===== config.mk =====
export PLATFORM = sky130hd
export DESIGN_NAME = branch_predict_unit
export DESIGN_NICKNAME = d
export VERILOG_FILES = /design/src/rtl/branch_predict_unit_pkg.sv /design/src/rtl/branch_predict_unit_return_addr_stack.sv /design/src/rtl/branch_predict_unit.sv
export SDC_FILE = /design/constraint.sdc
export NUM_CORES = 1
export LEC_CHECK = 0
export BUFFER_PORTS_ARGS = -buffer_cell sky130_fd_sc_hd__buf_2
export CAP_MARGIN = 20
export CORE_ASPECT_RATIO = 1.2
export CORE_MARGIN = 3
export CORE_UTILIZATION = 54
export CTS_BUF_LIST = sky130_fd_sc_hd__clkbuf_4 sky130_fd_sc_hd__clkbuf_8 sky130_fd_sc_hd__clkbuf_16
export CTS_CLUSTER_SIZE = 8
export DETAILED_ROUTE_END_ITERATION = 10
export PLACE_DENSITY_LB_ADDON = 0.2
export SLEW_MARGIN = 30
export SYNTH_ARGS = -nofsm -noshare
export SYNTH_HDL_FRONTEND = slang
export SYNTH_SLANG_ARGS = --single-unit

===== constraint.sdc =====
create_clock -name clk -period 2 [get_ports clk]
set_input_delay 0.2 -clock clk [delete_from_list [all_inputs] [get_ports clk]]
set_output_delay 0.2 -clock clk [all_outputs]
set_load 0.05 [all_outputs]

===== src/rtl/branch_predict_unit_pkg.sv =====
// Shared definitions for the branch prediction unit.
// Holds the default parameter values, the 2-bit direction counter encoding
// and the saturating counter step used by the pattern history table.
// The BTB entry (valid, tag, target) is declared as a packed struct inside
// branch_predict_unit, because its field widths follow the module parameters.
package branch_predict_unit_pkg;

    localparam int PC_W_DEF      = 5;
    localparam int GHR_W_DEF     = 4;
    localparam int BTB_IDX_W_DEF = 3;
    localparam int RAS_DEPTH_DEF = 4;
    localparam int CNT_W_DEF     = 16;

    // Direction counter encoding: strongly/weakly not-taken, weakly/strongly taken.
    localparam logic [1:0] CTR_SNT = 2'd0;
    localparam logic [1:0] CTR_WNT = 2'd1;
    localparam logic [1:0] CTR_WT  = 2'd2;
    localparam logic [1:0] CTR_ST  = 2'd3;

    function automatic logic [1:0] ctr_next(input logic [1:0] ctr, input logic taken);
        if (taken) begin
            return (ctr == CTR_ST) ? CTR_ST : ctr + 2'd1;
        end
        return (ctr == CTR_SNT) ? CTR_SNT : ctr - 2'd1;
    endfunction

endpackage


===== src/rtl/branch_predict_unit_return_addr_stack.sv =====
// Circular return-address stack.
// Ports:
//   clk, reset      clock, synchronous active-high reset
//   push_i          push push_addr_i (call fetched)
//   pop_i           pop request (return fetched); ignored when empty
//   flush_i         empty the stack; wins over push/pop
//   push_addr_i     return address to push
//   top_o           most recently pushed live entry
//   valid_o         stack holds at least one entry
// Overflow silently overwrites the oldest entry; count saturates at depth.
module return_addr_stack
    import branch_predict_unit_pkg::*;
#(
    parameter int PC_W      = PC_W_DEF,
    parameter int RAS_DEPTH = RAS_DEPTH_DEF
) (
    input  logic            clk,
    input  logic            reset,
    input  logic            push_i,
    input  logic            pop_i,
    input  logic            flush_i,
    input  logic [PC_W-1:0] push_addr_i,
    output logic [PC_W-1:0] top_o,
    output logic            valid_o
);

    localparam int PTR_W = $clog2(RAS_DEPTH);
    localparam int CNT_W = $clog2(RAS_DEPTH + 1);

    logic [PC_W-1:0]  stack_q [RAS_DEPTH];
    logic [PTR_W-1:0] ptr_q, ptr_d, top_ptr, wr_ptr;
    logic [CNT_W-1:0] cnt_q, cnt_d;
    logic             wr_en;

    // Pointer addresses the next free slot; the top lives one below it (mod depth).
    assign top_ptr = ptr_q - PTR_W'(1);
    assign top_o   = stack_q[top_ptr];
    assign valid_o = (cnt_q != '0);

    always_comb begin
        ptr_d  = ptr_q;
        cnt_d  = cnt_q;
        wr_en  = 1'b0;
        wr_ptr = ptr_q;
        if (flush_i) begin
            ptr_d = '0;
            cnt_d = '0;
        end else if (push_i && pop_i && valid_o) begin
            // Call and return together: replace the top in place.
            wr_en  = 1'b1;
            wr_ptr = top_ptr;
        end else if (push_i) begin
            wr_en = 1'b1;
            ptr_d = ptr_q + PTR_W'(1);
            if (cnt_q != CNT_W'(RAS_DEPTH)) begin
                cnt_d = cnt_q + CNT_W'(1);
            end
        end else if (pop_i && valid_o) begin
            ptr_d = ptr_q - PTR_W'(1);
            cnt_d = cnt_q - CNT_W'(1);
        end
    end

    always_ff @(posedge clk) begin
        if (reset) begin
            ptr_q <= '0;
            cnt_q <= '0;
        end else begin
            ptr_q <= ptr_d;
            cnt_q <= cnt_d;
        end
    end

    // Storage needs no reset: entries are only read while count is non-zero.
    always_ff @(posedge clk) begin
        if (!reset && wr_en) begin
            stack_q[wr_ptr] <= push_addr_i;
        end
    end

endmodule


===== src/rtl/branch_predict_unit.sv =====
// Gshare direction predictor + tagged direct-mapped BTB + return-address stack.
// Ports:
//   clk, reset                   clock, synchronous active-high reset
//   fetch_pc/is_ret/is_call      fetch-stage lookup request
//   pred_taken/target/hit/idx    combinational prediction (idx travels down the pipe)
//   upd_valid/pc/idx/taken/target  conditional-branch resolution from execute
//   upd_mispredict               any redirect issued; bumps mispredict_count
//   ras_flush                    empty the return stack
//   mispredict_count             saturating mispredict counter
// Lookups see state before the same-cycle update (no bypass).
module branch_predict_unit
    import branch_predict_unit_pkg::*;
#(
    parameter int PC_W      = PC_W_DEF,
    parameter int GHR_W     = GHR_W_DEF,
    parameter int BTB_IDX_W = BTB_IDX_W_DEF,
    parameter int RAS_DEPTH = RAS_DEPTH_DEF,
    parameter int CNT_W     = CNT_W_DEF
) (
    input  logic             clk,
    input  logic             reset,
    input  logic [PC_W-1:0]  fetch_pc,
    input  logic             fetch_is_ret,
    input  logic             fetch_is_call,
    output logic             pred_taken,
    output logic [PC_W-1:0]  pred_target,
    output logic             pred_hit,
    output logic [GHR_W-1:0] pred_idx,
    input  logic             upd_valid,
    input  logic [PC_W-1:0]  upd_pc,
    input  logic [GHR_W-1:0] upd_idx,
    input  logic             upd_taken,
    input  logic [PC_W-1:0]  upd_target,
    input  logic             upd_mispredict,
    input  logic             ras_flush,
    output logic [CNT_W-1:0] mispredict_count
);

    localparam int PHT_N = 2 ** GHR_W;
    localparam int BTB_N = 2 ** BTB_IDX_W;
    localparam int TAG_W = PC_W - BTB_IDX_W;

    typedef struct packed {
        logic             valid;
        logic [TAG_W-1:0] tag;
        logic [PC_W-1:0]  target;
    } btb_entry_t;

    logic [1:0]       pht_q [PHT_N];
    logic [1:0]       pht_d [PHT_N];
    btb_entry_t       btb_q [BTB_N];
    btb_entry_t       btb_d [BTB_N];
    logic [GHR_W-1:0] ghr_q, ghr_d;
    logic [CNT_W-1:0] mis_cnt_q, mis_cnt_d;

    btb_entry_t       btb_rd;
    logic [PC_W-1:0]  pc_plus1;
    logic [PC_W-1:0]  ras_top;
    logic             ras_valid;

    return_addr_stack #(
        .PC_W      (PC_W),
        .RAS_DEPTH (RAS_DEPTH)
    ) u_ras (
        .clk         (clk),
        .reset       (reset),
        .push_i      (fetch_is_call),
        .pop_i       (fetch_is_ret),
        .flush_i     (ras_flush),
        .push_addr_i (pc_plus1),
        .top_o       (ras_top),
        .valid_o     (ras_valid)
    );

    // Lookup
    assign pc_plus1 = fetch_pc + PC_W'(1);
    assign pred_idx = fetch_pc[GHR_W-1:0] ^ ghr_q;
    assign btb_rd   = btb_q[fetch_pc[BTB_IDX_W-1:0]];
    assign pred_hit = btb_rd.valid && (btb_rd.tag == fetch_pc[PC_W-1:BTB_IDX_W]);

    always_comb begin
        pred_taken  = 1'b0;
        pred_target = pc_plus1;
        if (fetch_is_ret && ras_valid) begin
            pred_taken  = 1'b1;
            pred_target = ras_top;
        end else if (pred_hit && pht_q[pred_idx][1]) begin
            pred_taken  = 1'b1;
            pred_target = btb_rd.target;
        end
    end

    // Update
    always_comb begin
        pht_d = pht_q;
        btb_d = btb_q;
        ghr_d = ghr_q;
        if (upd_valid) begin
            pht_d[upd_idx] = ctr_next(pht_q[upd_idx], upd_taken);
            ghr_d          = (ghr_q << 1) | GHR_W'(upd_taken);
            if (upd_taken) begin
                btb_d[upd_pc[BTB_IDX_W-1:0]] = '{valid:  1'b1,
                                                 tag:    upd_pc[PC_W-1:BTB_IDX_W],
                                                 target: upd_target};
            end
        end
    end

    always_comb begin
        mis_cnt_d = mis_cnt_q;
        if (upd_mispredict && (mis_cnt_q != '1)) begin
            mis_cnt_d = mis_cnt_q + CNT_W'(1);
        end
    end

    always_ff @(posedge clk) begin
        if (reset) begin
            for (int i = 0; i < PHT_N; i++) pht_q[i] <= CTR_WNT;
            for (int i = 0; i < BTB_N; i++) btb_q[i] <= '0;
            ghr_q     <= '0;
            mis_cnt_q <= '0;
        end else begin
            pht_q     <= pht_d;
            btb_q     <= btb_d;
            ghr_q     <= ghr_d;
            mis_cnt_q <= mis_cnt_d;
        end
    end

    assign mispredict_count = mis_cnt_q;

endmodule


==> summary.md <==
| Metric | Value |
|---|---|
| R2r endpoint | pht_q[1] |
| Total grt overflow | 0 |
| Main area contributors after synthesis | dfxtp_1, mux2i_1, mux4_2 |
| Max-cap violations | 0 |
| Post-Syn Area | 6620 um2 |
| Post-Route WL | 15400 um |
| Clock sink total | 141 |
| Placed Area | 7550 um2 |
| Vias in the first global route | 5204 |
| Synth warn | 0 |
| Cts bufs inserted | 17 |
| First-pass GRT wire length | roughly 26000 um |
| WHS | 0.0324 ns |
| Reg-to-Reg Start | pht_q[19] |
| Skew final | 0.00843 ns |
| N_diodes | 0 |
| Final RePlAce weighted congestion | 0.832 |
| Final setup TNS | -4.64 ns |
| HP Start | ras_flush |
| Gr usage total | 23.8% |
| Synthesized flop and latch total | 141 |
| Placed Instances | approximately 890 |
| Leak | ~3.2 nW |
| WP buf/inv | 2 |
| Total Power | 7.08 mW |
| Wire per inst | 16.7 um |
| DRC viols | 0 |
| Final hold violation count | 0 |
| Worst-path maximum fanout | 5 |
| Final HPWL DP | between 10000 and 15000 um |
| Worst setup EP type | primary output |
| Syn_nets | roughly 690 |
| Cell area after layout | 8270 um2 |
| Post-route ant nets | 0 |
| WS Path Type | reg -> out |
| Failing checks | setup timing |
| Number of synthesized flops with an enable pin | 20 |
| # rows | 43 |
| Number of library cell types mapped by synthesis | 49 |
| Via Count | 5182 |
| Most used DFF post-synth | dfxtp_1 |
| P&R area growth vs syn | 25.0% |
| Req. time, crit path | 1.80 ns |
| Hold crit path type | in -> reg |
| # hold bufs at CTS | 0 |
| Via/cell ratio | 5.63 |
| Critical Path AT | 2.55 ns |
| Initial antenna violation count | 0 |
| Worst Hold Path EP | u_ras.ptr_q[1] |
| Fin cells | 921 |
| Worst-case clock buffer depth | 2 |
| DR iter-0 viols | 264 |
| Finish-stage setup viols | 7 |
| Die Ht | approximately 130 um |
| H-tree depth | 4 |
| Post-synth ARST share | 0% |
| Starting Density | 56.2% |
| Final #Nets | 781 |
| Synth Area per Inst | 10.1 um2 |
| Area of the core | 11800 um2 |
| Critical Path Source Type | flop |
| Clock-pin slew on the worst setup and hold paths | about 0.060 ns |
| Post-layout util | 70.2% |
| PD cells | 856 nW/um2 |
| Final Cycle Share | 138% |
| CP cell instances | xnor2_4, mux4_2, mux2i_2, buf_4, a31oi_1, o22a_1, o31ai_4, buf_6 |
| Max VDD drop | 573 uV |
| Tmin final | roughly 2.8 ns |
| I/O pin count | 54 |
| Postcts setup bufs | 0 |
| Dpl ws | -0.560 ns |
| Die Wd | 107 um |
| Max-slew violation count | 0 |
| Most numerous cell in the Yosys netlist | dfxtp_1 |
| Setup ws final | -0.750 ns |
| RSZ-0062 raised after global routing | true |
| Mapped Cells | 655 |
| Post-synthesis sequential area ratio | 45.7% |
| Fmax | 364 MHz |
| Yosys top cell area share | between 30% and 40% |
| Synth top cells by count | dfxtp_1, nor2_1, mux2i_1, nand2_1, a21oi_1 |
| DR pass1 iterations | 5 |
| Worst r2r path cells | 6 |
| Root Driver | clkbuf_16 |
| Slowest stage cell, crit path | mux4_2 |
| I/O Buffers | 53 |
| Run status | finished with violations |
| Slew Limit Headroom | approximately 55% |
| Worst skew pair latency | 0.41 ns |
| Actual slew at the worst max-slew pin | about 0.67 ns |
| Share of post-route cells with drive strength above 1 | 28.8% |
| Cell taking the most area after synthesis | dfxtp_1 |
| Crit path max-delay family | multiplexers |
| Die ar. | 13600 um2 |
| Reg2reg setup slack | 0.06 ns |
| Maximum number of pins on one net before global-route repair | 122 |
| Critical path depth in cells | 8 |
| Clock tree from TritonCTS | built |
| CP max stage delay | roughly 0.56 ns |
| Hold path cells | 2 |
worst reg2reg max path, cell delays in order, from the launching register on:
cell     delay (ns)
dfxtp_1        0.33
mux4_2         0.49
a22oi_2        0.23
nand3_2        0.12
maj3_4         0.40
mux2i_1        0.17
nor2_1         0.06
state kept, by name (all words and copies together) (netlist names):
name	cells
u_ras.cnt_q	3
btb_q	64
u_ras.ptr_q	2
ghr_q	4
u_ras.stack_q	20
pht_q	32
mispredict_count	16
area by class of cell:
cell class | instances | area, um2
clock buffer | 19 | 440
clock inverter | 13 | 186
fill | 875 | 3510
inverter | 11 | 41.3
multi-input combinational | 461 | 3530
sequential | 141 | 3030
tap | 157 | 196
timing repair buffer | 119 | 848
per-layer routing:
layer  vias to the layer above  share of wire, %  track usage, %
met4                         0               2.7            10.3
met2                       132                53            41.8
li1                       2513                 -               -
met1                      2505                41            28.2
met3                        32               3.9            4.75
met5                         -                 0               0
how the worst max path moves through the flow:
stage,startpoint,endpoint,slack (ns)
5_1_grt,ghr_q[0],pred_target[3],-0.86
4_1_cts,ghr_q[0],pred_target[0],-0.79
3_5_place_dp,fetch_pc[0],pred_target[1],-0.56
2_1_floorplan,btb_q[6],pred_target[1],-0.61
6_report,ghr_q[0],pred_target[1],-0.75
3_3_place_gp,fetch_pc[0],pred_target[2],-0.50
cells by family after synthesis:
| kind of cell | Yosys count | share of synthesized area, % |
|---|---|---|
| AO/OA/AOI/OAI | 82 | 7.73 |
| XOR/XNOR | 30 | 4.08 |
| adder cells (fa/ha/maj) | 4 | 0.850 |
| buffers and inverters | 54 | 3.50 |
| flip-flops | 141 | 45.7 |
| multiplexers | 107 | 22.3 |
| AND/OR/NAND/NOR | 237 | 15.9 |
cells in the final DEF, fill, tap and decap left out, types with 3 or more instances in the layout:
cell type	synthesis	routed
nand3_1	33	32
o31ai_4	0	4
nor2b_1	7	7
o22a_1	4	4
mux4_2	29	30
bufinv_16	0	4
inv_1	11	11
xnor2_1	15	12
buf_2	5	45
buf_6	3	6
clkbuf_16	0	17
nand2_1	49	48
nand4_1	4	4
edfxtp_1	20	20
a31oi_1	5	5
dfxtp_2	0	9
dfxtp_1	121	112
buf_4	0	64
buf_12	0	3
clkinvlp_4	0	3
nor3_2	3	3
a21oi_1	36	36
xnor2_2	1	3
xor2_1	14	12
o21ai_0	20	20
nor3_1	9	9
nand2b_1	5	5
nor2_1	115	115
mux2i_1	74	74
and3_1	3	3
what timing repair did:
item                                    4_1_cts  5_1_grt
pin swaps                                     5        3
endpoints found under the setup margin       15       26
resized for setup                            22        4
gates cloned                                  1        0
report_power, final:
part | switching (mW) | internal, mW | leakage [nW]
sequential | 0.0356 | 2.93 | 1.16
clock | 1.19 | 2.12 | 0.302
combinational | 0.477 | 0.334 | 1.77
(Power assumes the default switching activity.)
